<file path="config.mk">
export PLATFORM = sky130hd
export DESIGN_NAME = mem_io_unit
export DESIGN_NICKNAME = d
export VERILOG_FILES = /design/src/rtl/mem_io_unit.sv
export SDC_FILE = /design/constraint.sdc
export NUM_CORES = 1
export LEC_CHECK = 0
export ABC_AREA = 1
export CELL_PAD_IN_SITES_DETAIL_PLACEMENT = 0
export CELL_PAD_IN_SITES_GLOBAL_PLACEMENT = 1
export CORE_ASPECT_RATIO = 1.1
export CORE_MARGIN = 2
export CORE_UTILIZATION = 30
export CTS_CLUSTER_DIAMETER = 120
export DETAILED_ROUTE_END_ITERATION = 16
export GPL_TIMING_DRIVEN = 0
export MAX_ROUTING_LAYER = met4
export PLACE_DENSITY_LB_ADDON = 0.1
export SLEW_MARGIN = 5
export SYNTH_ARGS = -nofsm -noshare
export SYNTH_HDL_FRONTEND = slang
export SYNTH_SLANG_ARGS = --single-unit
</file>
<file path="constraint.sdc">
create_clock -name clk -period 1.7 [get_ports clk]
set_input_delay 0.34 -clock clk [delete_from_list [all_inputs] [get_ports clk]]
set_output_delay 0.34 -clock clk [all_outputs]
set_load 0.05 [all_outputs]
</file>
<file path="src/rtl/mem_io_unit.sv">
`timescale 1ns/1ps
`default_nettype none
// ============================================================================
//  Module   : mem_io_unit
//  Purpose  : MEM/WB load path and memory-mapped IO for the 3-stage RISC-V
//             core. Registers MEM-stage load information into WB, aligns and
//             extends load data, owns the cycle/instruction counters and the
//             UART ready/valid handshakes.
//  Revision : 1.0 - initial release
// ============================================================================
module mem_io_unit #(
   parameter logic [31:0] IO_BASE   = 32'h8000_0000,
   parameter int          CNT_WIDTH = 32,
   parameter int          UART_W    = 8
) (
   input  logic                 clk,
   input  logic                 rst,
   input  logic                 stall,
   input  logic [31:0]          inst_mem,
   input  logic                 inst_valid,
   input  logic [31:0]          addr,
   input  logic [31:0]          store_data,
   input  logic [31:0]          dmem_dout,
   input  logic [UART_W-1:0]    uart_rx_data,
   input  logic                 uart_rx_valid,
   output logic                 uart_rx_ready,
   output logic [UART_W-1:0]    uart_tx_data,
   output logic                 uart_tx_valid,
   input  logic                 uart_tx_ready,
   output logic [31:0]          ld_data,
   output logic [CNT_WIDTH-1:0] cycle_count,
   output logic [CNT_WIDTH-1:0] inst_count
);

   localparam logic [6:0] OP_LOAD  = 7'b000_0011;
   localparam logic [6:0] OP_STORE = 7'b010_0011;

   // IO registers are decoded on word granularity (addr[4:2])
   localparam logic [2:0] REG_CTRL = 3'd0;
   localparam logic [2:0] REG_RXD  = 3'd1;
   localparam logic [2:0] REG_TXD  = 3'd2;
   localparam logic [2:0] REG_CYC  = 3'd4;
   localparam logic [2:0] REG_INST = 3'd5;
   localparam logic [2:0] REG_CRST = 3'd6;

   localparam logic [2:0] F3_LB  = 3'b000;
   localparam logic [2:0] F3_LH  = 3'b001;
   localparam logic [2:0] F3_LW  = 3'b010;
   localparam logic [2:0] F3_LBU = 3'b100;
   localparam logic [2:0] F3_LHU = 3'b101;

   // ------------------------------------------------------------------------
   // MEM-stage decode
   // ------------------------------------------------------------------------
   logic [6:0] opcode;
   logic [2:0] funct3;
   logic       is_load_op;
   logic       is_store_op;
   logic       retire;
   logic       load_fire;
   logic       store_fire;
   logic       io_hit;
   logic [2:0] reg_sel;
   logic       tx_write;
   logic       cnt_clear;
   logic       unused_bits;

   assign opcode      = inst_mem[6:0];
   assign funct3      = inst_mem[14:12];
   assign is_load_op  = (opcode == OP_LOAD);
   assign is_store_op = (opcode == OP_STORE);
   assign retire      = !stall && inst_valid;
   assign load_fire   = retire && is_load_op;
   assign store_fire  = retire && is_store_op;
   assign io_hit      = (addr[31:5] == IO_BASE[31:5]);
   assign reg_sel     = addr[4:2];
   assign tx_write    = store_fire && io_hit && (reg_sel == REG_TXD);
   assign cnt_clear   = store_fire && io_hit && (reg_sel == REG_CRST);

   // Instruction/data bits that this unit never looks at
   assign unused_bits = ^{inst_mem[31:15], inst_mem[11:7], store_data};

   // Rx byte is consumed only when a rx-data load actually fires with data present
   assign uart_rx_ready = !rst && load_fire && io_hit && (reg_sel == REG_RXD) && uart_rx_valid;

   // ------------------------------------------------------------------------
   // IO read word, sampled in MEM so WB sees the value as of that edge
   // ------------------------------------------------------------------------
   logic [31:0] io_word;
   logic [31:0] rx_word;
   logic [31:0] cyc_word;
   logic [31:0] inst_word;

   // Zero-extend narrow sources to 32 bits and select the addressed IO register
   always_comb begin
      rx_word                     = '0;
      rx_word[UART_W-1:0]         = uart_rx_data;
      cyc_word                    = '0;
      cyc_word[CNT_WIDTH-1:0]     = cycle_count;
      inst_word                   = '0;
      inst_word[CNT_WIDTH-1:0]    = inst_count;
      io_word                     = '0;
      case (reg_sel)
         REG_CTRL: io_word = {30'd0, uart_rx_valid, !uart_tx_valid};
         REG_RXD:  io_word = uart_rx_valid ? rx_word : 32'd0;
         REG_CYC:  io_word = cyc_word;
         REG_INST: io_word = inst_word;
         default:  io_word = '0;
      endcase
   end

   // ------------------------------------------------------------------------
   // MEM -> WB register
   // ------------------------------------------------------------------------
   logic        wb_load;
   logic        wb_io;
   logic [2:0]  wb_funct3;
   logic [1:0]  wb_lo;
   logic [31:0] wb_word;

   // Advance on every non-stalled edge; a stall holds the load in WB
   always_ff @(posedge clk) begin
      if (rst) begin
         wb_load   <= 1'b0;
         wb_io     <= 1'b0;
         wb_funct3 <= '0;
         wb_lo     <= '0;
         wb_word   <= '0;
      end else if (!stall) begin
         wb_load   <= inst_valid && is_load_op;
         wb_io     <= io_hit;
         wb_funct3 <= funct3;
         wb_lo     <= addr[1:0];
         wb_word   <= io_word;
      end
   end

   // ------------------------------------------------------------------------
   // WB load alignment and extension
   // ------------------------------------------------------------------------
   logic [31:0] ld_src;
   logic [7:0]  ld_byte;
   logic [15:0] ld_half;

   // Pick IO or memory word, then extract and extend the addressed lane
   always_comb begin
      ld_src  = wb_io ? wb_word : dmem_dout;
      ld_half = wb_lo[1] ? ld_src[31:16] : ld_src[15:0];
      case (wb_lo)
         2'd0:    ld_byte = ld_src[7:0];
         2'd1:    ld_byte = ld_src[15:8];
         2'd2:    ld_byte = ld_src[23:16];
         default: ld_byte = ld_src[31:24];
      endcase
      ld_data = '0;
      if (wb_load) begin
         case (wb_funct3)
            F3_LB:   ld_data = {{24{ld_byte[7]}}, ld_byte};
            F3_LH:   ld_data = {{16{ld_half[15]}}, ld_half};
            F3_LW:   ld_data = ld_src;
            F3_LBU:  ld_data = {24'd0, ld_byte};
            F3_LHU:  ld_data = {16'd0, ld_half};
            default: ld_data = '0;
         endcase
      end
   end

   // ------------------------------------------------------------------------
   // UART transmit holding register
   // ------------------------------------------------------------------------
   // Completing handshake has priority; stores while a byte is pending are dropped
   always_ff @(posedge clk) begin
      if (rst) begin
         uart_tx_valid <= 1'b0;
         uart_tx_data  <= '0;
      end else if (uart_tx_valid && uart_tx_ready) begin
         uart_tx_valid <= 1'b0;
      end else if (tx_write && !uart_tx_valid) begin
         uart_tx_valid <= 1'b1;
         uart_tx_data  <= store_data[UART_W-1:0];
      end
   end

   // ------------------------------------------------------------------------
   // Cycle and retired-instruction counters
   // ------------------------------------------------------------------------
   // Counter-reset store wins over the same-cycle increments
   always_ff @(posedge clk) begin
      if (rst) begin
         cycle_count <= '0;
         inst_count  <= '0;
      end else if (cnt_clear) begin
         cycle_count <= '0;
         inst_count  <= '0;
      end else begin
         cycle_count <= cycle_count + CNT_WIDTH'(1);
         if (retire) begin
            inst_count <= inst_count + CNT_WIDTH'(1);
         end
      end
   end

endmodule
`default_nettype wire

</file>
# Word level (Yosys, flattened, before mapping)
# Index checks and enable logic that the tools add are counted.
# totals
reg_bits,112
output_inout_bits,106
elab_cells,55
# classes
n_addsub,2
n_eq_ne,14
mux,7
n_bitwise,1
n_reduce_logical,22
# op_table
cell,n
32-bit one-hot mux with 5 select lines,1
32-bit one-hot mux with 4 select lines,1
32-bit by 1-bit adder with 32-bit output (second input constant),2
32-bit 2-to-1 mux,2
27-bit equality test (second input constant),1
8-bit one-hot mux with 3 select lines,1
16-bit 2-to-1 mux,1
3-bit equality test (second input constant),5
1-bit logical AND,13
8-bit 2-to-1 mux,1
7-bit by 2-bit equality test with 1-bit output (second input constant),1
7-bit by 6-bit equality test with 1-bit output (second input constant),1
3-bit by 1-bit equality test with 1-bit output (second input constant),2
3-bit by 2-bit equality test with 1-bit output (second input constant),2
3-bit logical NOT,2
2-bit OR reduction,2
1-bit logical NOT,3
2-bit by 1-bit equality test with 1-bit output (second input constant),1
2-bit equality test (second input constant),1
2-bit logical NOT,1
2-bit AND reduction,1
1-bit NOT,1

# Depth between registers and ports, before layout
# depth
depth_word,7
depth_mapped,11

# Worst setup path after synthesis
# Ideal clock, no wire load.
# synth_timing
path_kind,reg2out
start,register wb_io
end,output ld_data[21]
arrival_time_ps,1882
t_required_ps,1360
path_slack_ps,-522
path_stages_with_launch,9
n_path_buf,1
cell_sequence,dfxtp_1 or2_1 o21ai_1 o21ai_1 nand2_1 buf_2 nand2_1 inv_1 a21oi_1
# synth_via
elab_chain_cells,4
elab_cells_between_ends,5
# synth_rtl
item,line_no,rtl
start: declaration,116,logic wb_io;
start signal: assignment,131,wb_io <= io_hit;
32-bit 2-to-1 mux *,147,ld_src = wb_io ? wb_word : dmem_dout;
8-bit one-hot mux with 3 select lines or 16-bit 2-to-1 mux (tied branches),"149, 148",
32-bit one-hot mux with 5 select lines *,157,case (wb_funct3)
32-bit 2-to-1 mux *,156,if (wb_load) begin
end: declaration,30,"output logic [31:0] ld_data,"
# Every way passes the cells marked *; elsewhere a longest branch is shown, timed or not.

# Worst setup path after layout
# layout_timing
start,register wb_io
end,output ld_data[3]
# Same word-level chain as after synthesis.

==> flow_summary.yaml <==
run_status:
  status: "complete, but fails checks"
  violations: "setup timing"
drt:
  firstDrtPassIters: 5
  wl_per_cell_um: 16.6
  viasPerCell: 4.71
  drt_iter0_markers: 414
  num_vias: 8027
  drc: 0
  drtAntennaViolNets: 0
  finalWirelength_um: 28300
clock_network:
  insertion_delay_ns: 0.37
  root_buffer: "clkbuf_16"
  cts.sinks: 112
  cts_buffers: 9
  path_clk_slew_ns: 0.08
  htreeDepth: 3
  cts_buffer_depth: 2
  cts_tree: "done"
critical_path:
  critPathBufInv: 6
  r2r-start: "cycle_count[0]$_SDFF_PP0_"
  critical_path_class: "flip-flop to output pin"
  crit_top_cell: "buf_8"
  cp_slowest_stage_delay_ns: 0.41
  critical_path.startpoint: "wb_io$_SDFFE_PP0N_"
  crit_path_end_kind: "output pin"
  cp.arrival_ns: 1.98
  cp_cell_sequence: "inv_6, buf_8, buf_8, buf_4, o21ai_4, o21ai_2, nand2_1, o211ai_1, nand2_1, clkinvlp_4, buf_8"
  reg2reg_depth: 7
  worstPathRequired_ns: 1.36
  crit_family: "buffers and inverters"
  start_kind: "flip-flop"
  crit_path_top_delay_cell: "dfxtp_4"
  worst-path-stages: 11
  r2r_slack_ns: 0.08
  r2r-end: "cycle_count[10]$_SDFF_PP0_"
  cp_max_fo: 7
  cp-endpoint: "ld_data[3]"
yosys:
  ys_types: 39
  synthesis.instances: 1150
  synth-main-ff-cell: "dfxtp_1"
  synth_edf_count: 0
  syn-cell-area_um2: 6920
  ys_async_sr_fraction_pct: 0
  syn-num-nets: 1294
  ys_warn_count: 0
  ys_ff_latch: 112
  ys_seq_area_share_pct: 32.4
  avgSynthCellArea_um2: 6.02
power:
  p_int_mw: 4.34
  p_clk_share_pct: 36.9
  switchingPower_mw: 1.74
  max-vdd-ir-drop_mv: 0.488
  p_seq_share_pct: 43.9
  swShare_pct: 28.7
  combPwrFrac_pct: 19.2
  powerDensity_nw_per_um2: 561
  cellLeakagePower_nw: 4.15
die:
  chipHeight_um: 163
  row_count: 58
  fp.coreArea_um2: 22800
  dieArea_um2: 24300
  io_pins: 248
  initial_core_util_pct: 30.4
  fp.dieW_um: 149
global_routing:
  grt_pass1_wl_um: 43700
  grt_pass1_vias: 7983
  grt_max_degree: 20
  gr-total-overflow: 0
  antenna_found_initial: 0
  grt_usage_pct: 24.0
worst_hold_path:
  hp-class: "input port to flip-flop"
  min-delay-start: "stall"
layout:
  postLayoutCoreUtil_pct: 47.6
  post_layout_nonfiller_instances: 1706
  fin_nets: 1545
  drive_gt1_share_pct: 25.6
  syn_to_final_growth_pct: 56.7
  final_cell_area_um2: 10800
  layout_commonest_cell: "nand2_1"
  final_cell_mix: "nand2_1 (378), nor2_1 (129), inv_1 (102), dfxtp_1 (85), a21oi_1 (68)"
  antenna_cells: 0
place:
  placedInstanceArea_um2: 9680
  port_buffers: 199
  placed_cells: 1649
  place_ws_ns: -1.36
  gp_congestion: 0.951
  hpwl_um: 22300
timing:
  setup_slack_ns: -0.622
  min_period_ns: 2.32
  final_hold_viol_count: 0
  whs_ns: 0.352
  slew_violations: 0
  final.setup_skew_ns: 0.0129
  setup_viol: 32
  relSlewSlack_pct: 61.2
  period_share_pct: 137
  tightest_slew_ns: 0.582
  rsz0062_at_grt: "yes"
  max_freq_ghz: 0.431
run:
  drv_cap: 0
## cell type report
class                   count  area (µm²)
repair buffers            243        2350
clock inverters             6        75.1
inverters                 125         513
well taps                 300         375
fillers                  2465       11900
plain buffers              40         338
flip-flops and latches    112        2290
clock buffers              10         229
multi-input cells         870        4680
## per-layer routing
metal,track usage (%),wire (µm)
met5,-,0
met4,6.02,656
met1,29.8,12500
met2,41.6,13900
met3,2.51,1290
## registers in the layout, indices dropped and copies added, names as in the netlist
| signal | count |
|---|---|
| cycle_count | 32 |
| inst_count | 32 |
| uart_tx_data | 8 |
| uart_tx_valid | 1 |
| wb_funct3 | 3 |
| wb_io | 1 |
| wb_lo | 2 |
| wb_load | 1 |
| wb_word | 32 |
## synthesized netlist by cell type (all sizes together), types with 2 or more instances
cell type	n	area [µm²]
nor3	27	140
a21oi	98	490
buf	21	170
clkbuf	22	82.6
o22ai	15	93.8
inv	124	470
nand2	406	1550
ha	2	25.0
o21ai	45	225
nand4	8	50.1
nand3	42	233
xnor2	3	26.3
dfxtp	112	2240
nor2	165	657
xor2	28	245
or2	12	75.1
o211ai	12	90.1
## through the flow
| step | setup TNS [ns] | power, mW |
|---|---|---|
| after floorplan | -1.72 | 3.26 |
| after global placement | -95.42 | 3.66 |
| after detailed placement | -94.81 | 3.66 |
| after CTS | -18.05 | 6.10 |
| after global routing | -20.64 | 6.31 |
| final | -17.66 | 6.08 |
## tightest hold or removal path, delay by kind of cell
kind | cells | cell delay, ns
buffers and inverters | 1 | 0.13
AO/OA/AOI/OAI | 2 | 0.22
## timing repair
action                                  CTS  global route
resized for setup                       546           123
setup buffers                            28            10
gates cloned                              6             1
endpoints found under the setup margin  205            88
hold buffers                              0             0
pin swaps                                54            37
## worst min path at each step
stage,end,cells after the start
5_1_grt,wb_funct3[1]$_SDFFE_PP0N_,3
3_5_place_dp,cycle_count[0]$_SDFF_PP0_,1
3_3_place_gp,cycle_count[0]$_SDFF_PP0_,1
4_1_cts,wb_funct3[1]$_SDFFE_PP0N_,3
2_1_floorplan,wb_word[31]$_SDFFE_PP0N_,2
6_report,wb_funct3[1]$_SDFFE_PP0N_,3
## power groups by stage
| stage | logic [mW] | clock network [mW] | registers (mW) |
|---|---|---|---|
| CTS | 1.13 | 2.30 | 2.67 |
| floorplan | 0.507 | 0 | 2.75 |
| global route | 1.25 | 2.38 | 2.67 |
| global placement | 0.931 | 0 | 2.73 |
| detailed placement | 0.929 | 0 | 2.73 |
| finish | 1.17 | 2.25 | 2.67 |
## cells by family (layout without fill, tap and decap cells)
kind of cell             count (synthesis)  after routing  synth area share (%)
flip-flops                             112            112                  32.4
buffers and inverters                  168            424                  10.5
AND/OR/NAND/NOR                        664            664                  39.4
adder cells (fa/ha/maj)                  2              2                 0.362
XOR/XNOR                                31             31                  3.92
AO/OA/AOI/OAI                          173            173                  13.4
Note: power is estimated with default switching activity, not from simulation.
